**config.mk**
```make
export PLATFORM = sky130hd
export DESIGN_NAME = ram_port_arbiter_flat
export DESIGN_NICKNAME = d
export VERILOG_FILES = /design/src/rtl/ram_port_arbiter_if.sv /design/src/rtl/ram_port_arbiter.sv /design/src/flat_wrapper.sv
export SDC_FILE = /design/constraint.sdc
export NUM_CORES = 1
export LEC_CHECK = 0
export CAP_MARGIN = 20
export CORE_ASPECT_RATIO = 0.6
export CORE_MARGIN = 2
export CORE_UTILIZATION = 32
export CTS_CLUSTER_SIZE = 10
export DETAILED_ROUTE_END_ITERATION = 10
export PLACE_DENSITY_LB_ADDON = 0.1
export SLEW_MARGIN = 0
export SYNTH_ARGS = -nofsm -noshare
export SYNTH_HDL_FRONTEND = slang
export SYNTH_SLANG_ARGS = --single-unit
```
**constraint.sdc**
```tcl
create_clock -name clk -period 2.9 [get_ports clk]
set_clock_uncertainty 0.1 [all_clocks]
set_input_delay 0.29 -clock clk [delete_from_list [all_inputs] [get_ports clk]]
set_output_delay 0.29 -clock clk [all_outputs]
set_load 0.03 [all_outputs]
```
**src/rtl/ram_port_arbiter_if.sv**
```systemverilog
// ============================================================================
// Module   : ram_port_arbiter_if
// Brief    : Requester and SRAM bus bundle for ram_port_arbiter.
// Revision : 1.0 - initial release
// ============================================================================
`timescale 1ns/1ps
`default_nettype none

interface ram_port_arbiter_if #(
    parameter int ADDR_W = 16,
    parameter int DATA_W = 8
);
    logic              load_done;
    logic [ADDR_W-1:0] flash_addr;
    logic [DATA_W-1:0] flash_din;
    logic              flash_cs;
    logic              flash_we;
    logic [ADDR_W-1:0] cpu_addr;
    logic [DATA_W-1:0] cpu_din;
    logic              cpu_cs;
    logic              cpu_we;
    logic              cpu_active;
    logic              halt_req;
    logic              halt_ack;
    logic              rdy;
    logic              booted;
    logic              diag_req;
    logic              diag_we;
    logic [ADDR_W-1:0] diag_addr;
    logic [DATA_W-1:0] diag_din;
    logic              diag_ack;
    logic [DATA_W-1:0] diag_rdata;
    logic [ADDR_W-1:0] ram_addr;
    logic [DATA_W-1:0] ram_din;
    logic              ram_cs;
    logic              ram_we;
    logic [DATA_W-1:0] ram_dout;

    // Arbiter side
    modport slave (
        input  load_done, flash_addr, flash_din, flash_cs, flash_we,
        input  cpu_addr, cpu_din, cpu_cs, cpu_we, cpu_active,
        input  halt_req, diag_req, diag_we, diag_addr, diag_din, ram_dout,
        output halt_ack, rdy, booted, diag_ack, diag_rdata,
        output ram_addr, ram_din, ram_cs, ram_we
    );

    // Requesters plus SRAM side
    modport master (
        output load_done, flash_addr, flash_din, flash_cs, flash_we,
        output cpu_addr, cpu_din, cpu_cs, cpu_we, cpu_active,
        output halt_req, diag_req, diag_we, diag_addr, diag_din, ram_dout,
        input  halt_ack, rdy, booted, diag_ack, diag_rdata,
        input  ram_addr, ram_din, ram_cs, ram_we
    );
endinterface

`default_nettype wire

```
**src/rtl/ram_port_arbiter.sv**
```systemverilog
// ============================================================================
// Module   : ram_port_arbiter
// Brief    : Single SRAM port owner for flash loader, CPU and diagnostics,
//            sequencing boot/run/halt. Optional macro: DIAG_CYCLE_STEAL_EN.
// Revision : 1.0 - initial release
// ============================================================================
`timescale 1ns/1ps
`default_nettype none

module ram_port_arbiter #(
    parameter int HALT_SETTLE = 2,
    parameter int ADDR_W      = 16,
    parameter int DATA_W      = 8
) (
    input  logic              clk,
    input  logic              rst,
    ram_port_arbiter_if.slave bus
);
    localparam int SETTLE_W = $clog2(HALT_SETTLE + 1);

    typedef enum logic [1:0] {
        S_BOOT      = 2'd0,
        S_RUN       = 2'd1,
        S_HALT_WAIT = 2'd2,
        S_HALTED    = 2'd3
    } state_t;

    state_t              state_q;
    logic [SETTLE_W-1:0] settle_q;
    logic [SETTLE_W-1:0] settle_d;
    logic                halt_ack_q;
    logic                rdy_q;
    logic                booted_q;
    logic                diag_ack_q;
    logic                ack_rd_q;
    logic [DATA_W-1:0]   diag_rdata_q;
    logic                grant;

    assign settle_d = settle_q + SETTLE_W'(1);

    // A diag access is granted for one cycle; the ack cycle blocks a regrant.
    always_comb begin
        grant = 1'b0;
        if (!diag_ack_q) begin
            if (state_q == S_HALTED) begin
                grant = bus.diag_req && bus.halt_req;
            end
`ifdef DIAG_CYCLE_STEAL_EN
            else if (state_q == S_RUN) begin
                grant = bus.diag_req && !bus.cpu_active && !bus.cpu_cs;
            end
`endif
        end
    end

    always_comb begin
        bus.ram_addr = bus.diag_addr;
        bus.ram_din  = bus.diag_din;
        bus.ram_cs   = 1'b0;
        bus.ram_we   = 1'b0;
        if (grant) begin
            bus.ram_cs = 1'b1;
            bus.ram_we = bus.diag_we;
        end else begin
            case (state_q)
                S_BOOT: begin
                    bus.ram_addr = bus.flash_addr;
                    bus.ram_din  = bus.flash_din;
                    bus.ram_cs   = bus.flash_cs;
                    bus.ram_we   = bus.flash_we;
                end
                S_RUN, S_HALT_WAIT: begin
                    bus.ram_addr = bus.cpu_addr;
                    bus.ram_din  = bus.cpu_din;
                    bus.ram_cs   = bus.cpu_cs;
                    bus.ram_we   = bus.cpu_we;
                end
                default: ;
            endcase
        end
    end

    always_ff @(posedge clk) begin
        if (rst) begin
            state_q      <= S_BOOT;
            settle_q     <= '0;
            halt_ack_q   <= 1'b0;
            rdy_q        <= 1'b0;
            booted_q     <= 1'b0;
            diag_ack_q   <= 1'b0;
            ack_rd_q     <= 1'b0;
            diag_rdata_q <= '0;
        end else begin
            diag_ack_q <= grant;
            ack_rd_q   <= grant && !bus.diag_we;
            if (diag_ack_q && ack_rd_q) begin
                diag_rdata_q <= bus.ram_dout;
            end
            case (state_q)
                S_BOOT: begin
                    if (bus.load_done) begin
                        state_q  <= S_RUN;
                        booted_q <= 1'b1;
                        rdy_q    <= 1'b1;
                    end
                end
                S_RUN: begin
                    if (bus.halt_req) begin
                        state_q  <= S_HALT_WAIT;
                        rdy_q    <= 1'b0;
                        settle_q <= '0;
                    end
                end
                S_HALT_WAIT: begin
                    if (!bus.halt_req) begin
                        state_q  <= S_RUN;
                        rdy_q    <= 1'b1;
                        settle_q <= '0;
                    end else if (bus.cpu_active) begin
                        settle_q <= '0;
                    end else if (settle_d == SETTLE_W'(HALT_SETTLE)) begin
                        state_q    <= S_HALTED;
                        halt_ack_q <= 1'b1;
                        settle_q   <= '0;
                    end else begin
                        settle_q <= settle_d;
                    end
                end
                S_HALTED: begin
                    // An ack showing this cycle still completes; the port is released after it.
                    if (!bus.halt_req) begin
                        state_q    <= S_RUN;
                        halt_ack_q <= 1'b0;
                        rdy_q      <= 1'b1;
                    end
                end
                default: state_q <= S_BOOT;
            endcase
        end
    end

    // SRAM read data lands in the ack cycle, so it is forwarded then and held afterwards.
    assign bus.diag_rdata = (diag_ack_q && ack_rd_q) ? bus.ram_dout : diag_rdata_q;
    assign bus.diag_ack   = diag_ack_q;
    assign bus.halt_ack   = halt_ack_q;
    assign bus.rdy        = rdy_q;
    assign bus.booted     = booted_q;

endmodule

`default_nettype wire

```
**src/flat_wrapper.sv**
```systemverilog
// flat-port wrapper written by rule: the top's interface ports become plain ports
module ram_port_arbiter_flat 
#(
    parameter int HALT_SETTLE = 2,
    parameter int ADDR_W      = 16,
    parameter int DATA_W      = 8
)
  (clk, rst, bus_load_done, bus_flash_addr, bus_flash_din, bus_flash_cs, bus_flash_we, bus_cpu_addr, bus_cpu_din, bus_cpu_cs, bus_cpu_we, bus_cpu_active, bus_halt_req, bus_diag_req, bus_diag_we, bus_diag_addr, bus_diag_din, bus_ram_dout, bus_halt_ack, bus_rdy, bus_booted, bus_diag_ack, bus_diag_rdata, bus_ram_addr, bus_ram_din, bus_ram_cs, bus_ram_we);
  ram_port_arbiter_if #(.ADDR_W(ADDR_W), .DATA_W(DATA_W)) bus_i ();
  input  logic clk;
  input  logic rst;
  input wire logic [$bits(bus_i.load_done)-1:0] bus_load_done;
  input wire logic [$bits(bus_i.flash_addr)-1:0] bus_flash_addr;
  input wire logic [$bits(bus_i.flash_din)-1:0] bus_flash_din;
  input wire logic [$bits(bus_i.flash_cs)-1:0] bus_flash_cs;
  input wire logic [$bits(bus_i.flash_we)-1:0] bus_flash_we;
  input wire logic [$bits(bus_i.cpu_addr)-1:0] bus_cpu_addr;
  input wire logic [$bits(bus_i.cpu_din)-1:0] bus_cpu_din;
  input wire logic [$bits(bus_i.cpu_cs)-1:0] bus_cpu_cs;
  input wire logic [$bits(bus_i.cpu_we)-1:0] bus_cpu_we;
  input wire logic [$bits(bus_i.cpu_active)-1:0] bus_cpu_active;
  input wire logic [$bits(bus_i.halt_req)-1:0] bus_halt_req;
  input wire logic [$bits(bus_i.diag_req)-1:0] bus_diag_req;
  input wire logic [$bits(bus_i.diag_we)-1:0] bus_diag_we;
  input wire logic [$bits(bus_i.diag_addr)-1:0] bus_diag_addr;
  input wire logic [$bits(bus_i.diag_din)-1:0] bus_diag_din;
  input wire logic [$bits(bus_i.ram_dout)-1:0] bus_ram_dout;
  output wire logic [$bits(bus_i.halt_ack)-1:0] bus_halt_ack;
  output wire logic [$bits(bus_i.rdy)-1:0] bus_rdy;
  output wire logic [$bits(bus_i.booted)-1:0] bus_booted;
  output wire logic [$bits(bus_i.diag_ack)-1:0] bus_diag_ack;
  output wire logic [$bits(bus_i.diag_rdata)-1:0] bus_diag_rdata;
  output wire logic [$bits(bus_i.ram_addr)-1:0] bus_ram_addr;
  output wire logic [$bits(bus_i.ram_din)-1:0] bus_ram_din;
  output wire logic [$bits(bus_i.ram_cs)-1:0] bus_ram_cs;
  output wire logic [$bits(bus_i.ram_we)-1:0] bus_ram_we;
  assign bus_i.load_done = bus_load_done;
  assign bus_i.flash_addr = bus_flash_addr;
  assign bus_i.flash_din = bus_flash_din;
  assign bus_i.flash_cs = bus_flash_cs;
  assign bus_i.flash_we = bus_flash_we;
  assign bus_i.cpu_addr = bus_cpu_addr;
  assign bus_i.cpu_din = bus_cpu_din;
  assign bus_i.cpu_cs = bus_cpu_cs;
  assign bus_i.cpu_we = bus_cpu_we;
  assign bus_i.cpu_active = bus_cpu_active;
  assign bus_i.halt_req = bus_halt_req;
  assign bus_i.diag_req = bus_diag_req;
  assign bus_i.diag_we = bus_diag_we;
  assign bus_i.diag_addr = bus_diag_addr;
  assign bus_i.diag_din = bus_diag_din;
  assign bus_i.ram_dout = bus_ram_dout;
  assign bus_halt_ack = bus_i.halt_ack;
  assign bus_rdy = bus_i.rdy;
  assign bus_booted = bus_i.booted;
  assign bus_diag_ack = bus_i.diag_ack;
  assign bus_diag_rdata = bus_i.diag_rdata;
  assign bus_ram_addr = bus_i.ram_addr;
  assign bus_ram_din = bus_i.ram_din;
  assign bus_ram_cs = bus_i.ram_cs;
  assign bus_ram_we = bus_i.ram_we;
  ram_port_arbiter #(.HALT_SETTLE(HALT_SETTLE), .ADDR_W(ADDR_W), .DATA_W(DATA_W)) u_core (.clk(clk), .rst(rst), .bus(bus_i));
endmodule
```
# Word-level counts from Yosys, hierarchy flattened
# Index checks and enable logic that the tools add are counted.
# Widths: inputs -> output; s select.
[word_totals]
reg_bits = 17
in_bits = 91
output_inout_bits = 38
elab_cells = 68
[classes]
addsub = 1
eq_ne = 13
muxes = 32
reduce_logical = 14
[op_table]
columns = ["cell", "n"]
rows = [
  ["$pmux 16 s2", 1],
  ["$mux 2", 10],
  ["$mux 16", 1],
  ["$mux 8", 2],
  ["$pmux 8 s2", 1],
  ["$ne 2x2->1 const B", 6],
  ["$mux 1", 11],
  ["$reduce_and 5->1", 2],
  ["$pmux 2 s4", 1],
  ["$eq 2x2->1 const B", 3],
  ["$pmux 1 s2", 3],
  ["$pmux 2 s2", 1],
  ["$reduce_and 2->1", 2],
  ["$reduce_bool 2->1", 2],
  ["$reduce_or 2->1", 2],
  ["$logic_and 1x1->1", 3],
  ["$ne 3x2->1 const B", 1],
  ["$ne 3x3->1 const B", 1],
  ["$pmux 1 s3", 1],
  ["$reduce_and 3->1", 1],
  ["$add 2x1->2 const B", 1],
  ["$eq 2x1->1 const B", 1],
  ["$logic_not 2->1", 1],
  ["$ne 2x1->1 const B", 1],
  ["$logic_not 1->1", 1],
]

# Longest topological paths before layout
# Gate-level depths: netlist (run 1).
[logic_depth]
ltp_word = 6
mapped_depth = 7
ltp_nobuf = 6

# Worst setup path after synthesis (run 1)
# OpenSTA, ideal clock, no wires.
[synth_path]
path_type = "reg-to-output"
start = "register u_core.state_q[0]"
end = "output bus_ram_addr[10]"
t_arrival_ns = 2.089
required_ns = 2.510
path_slack_ns = 0.421
stages_incl_launch_ff = 7
n_path_buf = 2
path_cell_list = "dfxtp_1 inv_1 ha_1 clkbuf_1 clkbuf_1 a22oi_1 o21ai_0"
[synth_via]
elab_chain_cells = 4
word_cells_on_any_way = 9
classes_between = "eq/ne (3); mux (4); reduce/logical (2)"
[synth_rtl]
columns = ["element", "line_no", "text"]
rows = [
  ["from (decl)", "ram_port_arbiter.sv:28", "state_t state_q;"],
  ["from (signal assigned)", "ram_port_arbiter.sv:85", "state_q <= S_BOOT;"],
  ["from (signal assigned)", "ram_port_arbiter.sv:102", "state_q <= S_RUN;"],
  ["from (signal assigned)", "ram_port_arbiter.sv:109", "state_q <= S_HALT_WAIT;"],
  ["$eq 2x1->1 (tied with other cells)", "ram_port_arbiter.sv:65", "case (state_q)"],
  ["$reduce_or 2->1 or $mux 1 (tied branches)", "ram_port_arbiter.sv:65, ram_port_arbiter.sv:45", ""],
  ["$pmux 16 s2 or $mux 1 (tied branches)", "ram_port_arbiter.sv:65, ram_port_arbiter.sv:44", ""],
  ["$mux 16 (*)", "ram_port_arbiter.sv:61", "if (grant) begin"],
  ["to (decl)", "flat_wrapper.sv:33", "output wire logic [$bits(bus_i.ram_addr)-1:0] bus_ram_addr;"],
]
# Every way passes the cells marked *; elsewhere a longest branch is shown, timed or not.

# Worst setup path in the final report (run 1)
[layout_path]
start = "register u_core.state_q[0]"
end = "output bus_ram_cs"
[layout_via]
elab_chain_cells = 4
word_cells_on_any_way = 9
classes_between = "eq/ne (3); mux (4); reduce/logical (2)"
[layout_rtl]
columns = ["element", "line_no", "text"]
rows = [
  ["$eq 2x1->1 (tied with other cells)", "ram_port_arbiter.sv:65", ""],
  ["$reduce_or 2->1 or $mux 1 (tied branches)", "ram_port_arbiter.sv:65, ram_port_arbiter.sv:45", ""],
  ["$pmux 1 s2 or $mux 1 (tied branches)", "ram_port_arbiter.sv:65, ram_port_arbiter.sv:44", ""],
  ["$mux 1 (*)", "ram_port_arbiter.sv:61", ""],
  ["to (decl)", "flat_wrapper.sv:35", "output wire logic [$bits(bus_i.ram_cs)-1:0] bus_ram_cs;"],
]
# Marks and branches as above.

==> impl_results.md, run 1 <==
- Outcome: finished, final reports clean
- Tightest Pin Transition: roughly 0.39 ns
- Reg2reg setup slack: between 0.9 and 1 ns
- FP Rows: 17
- Clk sinks: 17
- Setup violators final: 0
- Crit-path max FO: 13
- Register share of total power: 17.3%
- Port buffer count: 128
- Setup crit start kind: flip-flop
- Clock Power Share: a little under an eighth
- PD cells: 598 nW/um2
- Grt ovf: 0
- Min cycle time layout: 2.71 ns
- Final Slew Violations: 0
- Worst-Skew Late Latency: around 0.26 ns
- Die Ht: 53.0 um
- Average wire per standard cell: about 13 um
- Critical Path End Type: output pin
- Synth cell types: 29
- Pint: 0.000819 W
- Setup tns final: 0 ns
- Number of post-CTS setup repair buffers: 0
- RSZ-0062 raised after global routing: no
- Die area: 4530 um2
- Most frequent cells in the layout: clkdlybuf4s50_1 (104), buf_4 (30), nand2_1 (27)
- Final WL: approximately 4600 um
- DRC: 0
- Most common cell after layout, fill and taps aside: clkdlybuf4s50_1
- Largest net degree at the start of global routing: 49
- Initial antenna violation count: 0
- Total Routing Usage GR: 19.7%
- Core Area: around 3700 um2
- Antenna cells: 0
- Worst Setup EP: bus_ram_cs
- Final Hold Vio Count: 0
- Post-CTS sizing: 0
- Synth Instances: 168
- Drt via density: 4.81
- Antenna viol nets, final: 0
- Area Growth Syn to Fin: 102%
- Share of async-settable or async-resettable flops after synthesis: 0%
- Num ports: 129
- Fin worst setup slack: 0.189 ns
- Setup WS pre-CTS: 0.410 ns
- Fraction of layout cells with a size suffix above 1: 15.4%
- Achievable Freq: 369 MHz
- Hold Buf Count CTS: 0
- Dominant register cell in the synthesized netlist: dfxtp_1
- Flops & latches, synth: 17
- Post-Layout Cell Count: 340
- H-tree depth: 1
- Post-Syn Nets: 266
- DP HPWL: 3620 um
- Net Sw Power: 0.000729 W
- Combinational Power Share: 71.0%
- Cell area after layout: between 2000 and 3000 um2
- Deepest clock path buffer count: 2
- Number of fill cells in the layout: 330
- Max_slew headroom: 74.2%
- Reg area: 340 um2
- Mapped Area: approximately 1300 um2
- Final #Nets: about 390
- Synth Area per Inst: 7.61 um2
- Critical path type: flip-flop to output pin
- Vias: 1637
- First-pass GRT wire length: 7090 um
- LEAKAGE: just over 1 nW
- Setup crit start: u_core.state_q[0]
- Critical Path AT: roughly 2.3 ns
- Switching share of total power: a little under half
- Placed Area: 2540 um2
- First-pass detailed-route iteration total: 4
- Core Util, Final: 69.1%
- Max IR drop VDD: 0.000379 V
- R2R Path End: u_core.state_q[1]
- Synth warn: 0
- Initial core utilization: approximately a third
- Number of global-route vias before repair: 1523
- Initial DRC count: 58
- Die Wd: 85.6 um
- Multi-input gate area: between 800 and 900 um2
- Period utilization: 93.5%
- Root Driver: clkbuf_8
- Hold WC Path Type: flip-flop to flip-flop
- Seq/Total Area, Yosys: 26.6%
- Reg clk slew, reported paths: 0.07 ns
- GP Congestion: 0.826
- Reg2reg path depth: 7
- Max Cap Viol: 0
- CTS tree: built
- Worst r2r src: u_core.state_q[0]
- Inst Count DP: roughly 340
- Inserted Clock Buffers: 3
- EDFF count, synth: 0
- CP Data Required Time: 2.51 ns
## power by group through the flow
stage          Combinational (W)  Sequential, W  Clock [W]
3_3_place_gp             0.00110       0.000273          0
2_1_floorplan           0.000625       0.000286          0
3_5_place_dp             0.00110       0.000274          0
6_report                 0.00110       0.000268   0.000181
5_1_grt                  0.00118       0.000271   0.000196
4_1_cts                  0.00111       0.000268   0.000188
## registers in the layout (all words and copies together), names as in the netlist
| signal | cells |
|---|---|
| u_core.ack_rd_q | 1 |
| u_core.state_q | 2 |
| u_core.bus.halt_ack | 1 |
| u_core.settle_q | 2 |
| u_core.bus.booted | 1 |
| u_core.diag_rdata_q | 8 |
| u_core.bus.diag_ack | 1 |
| u_core.bus.rdy | 1 |
## kinds of logic (layout without fill, tap and decap cells)
group / Yosys count / in the layout / synth area share, %
DFF: 17 / 17 / 26.6
buffers and inverters: 16 / 141 / 5.77
muxes: 10 / 10 / 8.71
and+or+nand+nor: 56 / 56 / 21.5
adders and majority gates: 7 / 7 / 6.85
AOI/OAI and AO/OA: 62 / 62 / 30.5
## how the worst min path moves through the flow
stage | from | endpoint | depth (start not counted)
finish | u_core.settle_q[1] | u_core.settle_q[1] | 1
global route | u_core.settle_q[0] | u_core.settle_q[0] | 1
CTS | u_core.settle_q[1] | u_core.settle_q[1] | 1
detailed placement | u_core.settle_q[1] | u_core.settle_q[1] | 1
global placement | u_core.settle_q[1] | u_core.settle_q[1] | 1
floorplan | bus_diag_we | u_core.ack_rd_q | 1
## worst max-delay path, stage by stage, from the launching register on
cell	delay (ns)
dfxtp_1	0.42
inv_1	0.12
ha_1	0.33
buf_4	0.20
a22oi_1	0.11
o21ai_0	0.17
clkdlybuf4s50_1	0.71
## per-layer routing
metal	wire length (um)	vias to the layer above	GRT usage [%]
li1	-	860	-
met1	1960	700	26.0
met2	2130	73	32.2
met3	436	4	6.24
met4	27	0	3.44
met5	0	-	0
## cell type report
cell class / instances / share of cell area, %
Sequential cell: 17 / 13.2
Tap cell: 47 / 2.27
Clock inverter: 1 / 0.193
Timing Repair Buffer: 134 / 48.9
Multi-Input combinational cell: 135 / 33.4
Clock buffer: 3 / 1.60
Inverter: 3 / 0.435
## cell usage after synthesis, drive strengths merged, types with 2 or more instances
cell type	number	area, um2
nand2	27	101
o21ai	27	135
a22oi	26	195
dfxtp	17	340
mux2	9	101
nor2b	9	56.3
buf	7	40.0
ha	7	87.6
clkbuf	6	22.5
nor2	5	18.8
o31ai	4	30.0
a21oi	3	15.0
inv	3	11.3
nand3	3	15.0
and2	2	13.8
nand2b	2	12.5
o21a	2	15.0
or4	2	15.0
## stage by stage
step / hold WS, ns / power, W
after floorplan: 0.269 / 0.000911
after global placement: 0.351 / 0.00137
after detailed placement: 0.359 / 0.00138
after CTS: 0.379 / 0.00156
after global routing: 0.407 / 0.00165
final: 0.376 / 0.00155
No activity file was read; power rests on OpenSTA's default activity.
==> run 2, diff against run 1 <==
CTS_BUF_LIST = sky130_fd_sc_hd__clkbuf_4 sky130_fd_sc_hd__clkbuf_8   (was default)
SLEW_MARGIN = 15   (was 0)
==> results of run 2 <==
Final layout, timing and power as in run 1 (identical DEF).
==> run 3, diff against run 2 <==
CTS_CLUSTER_SIZE = 40   (was 10)
==> results of run 3 <==
Final layout, timing and power as in run 1 (identical DEF).
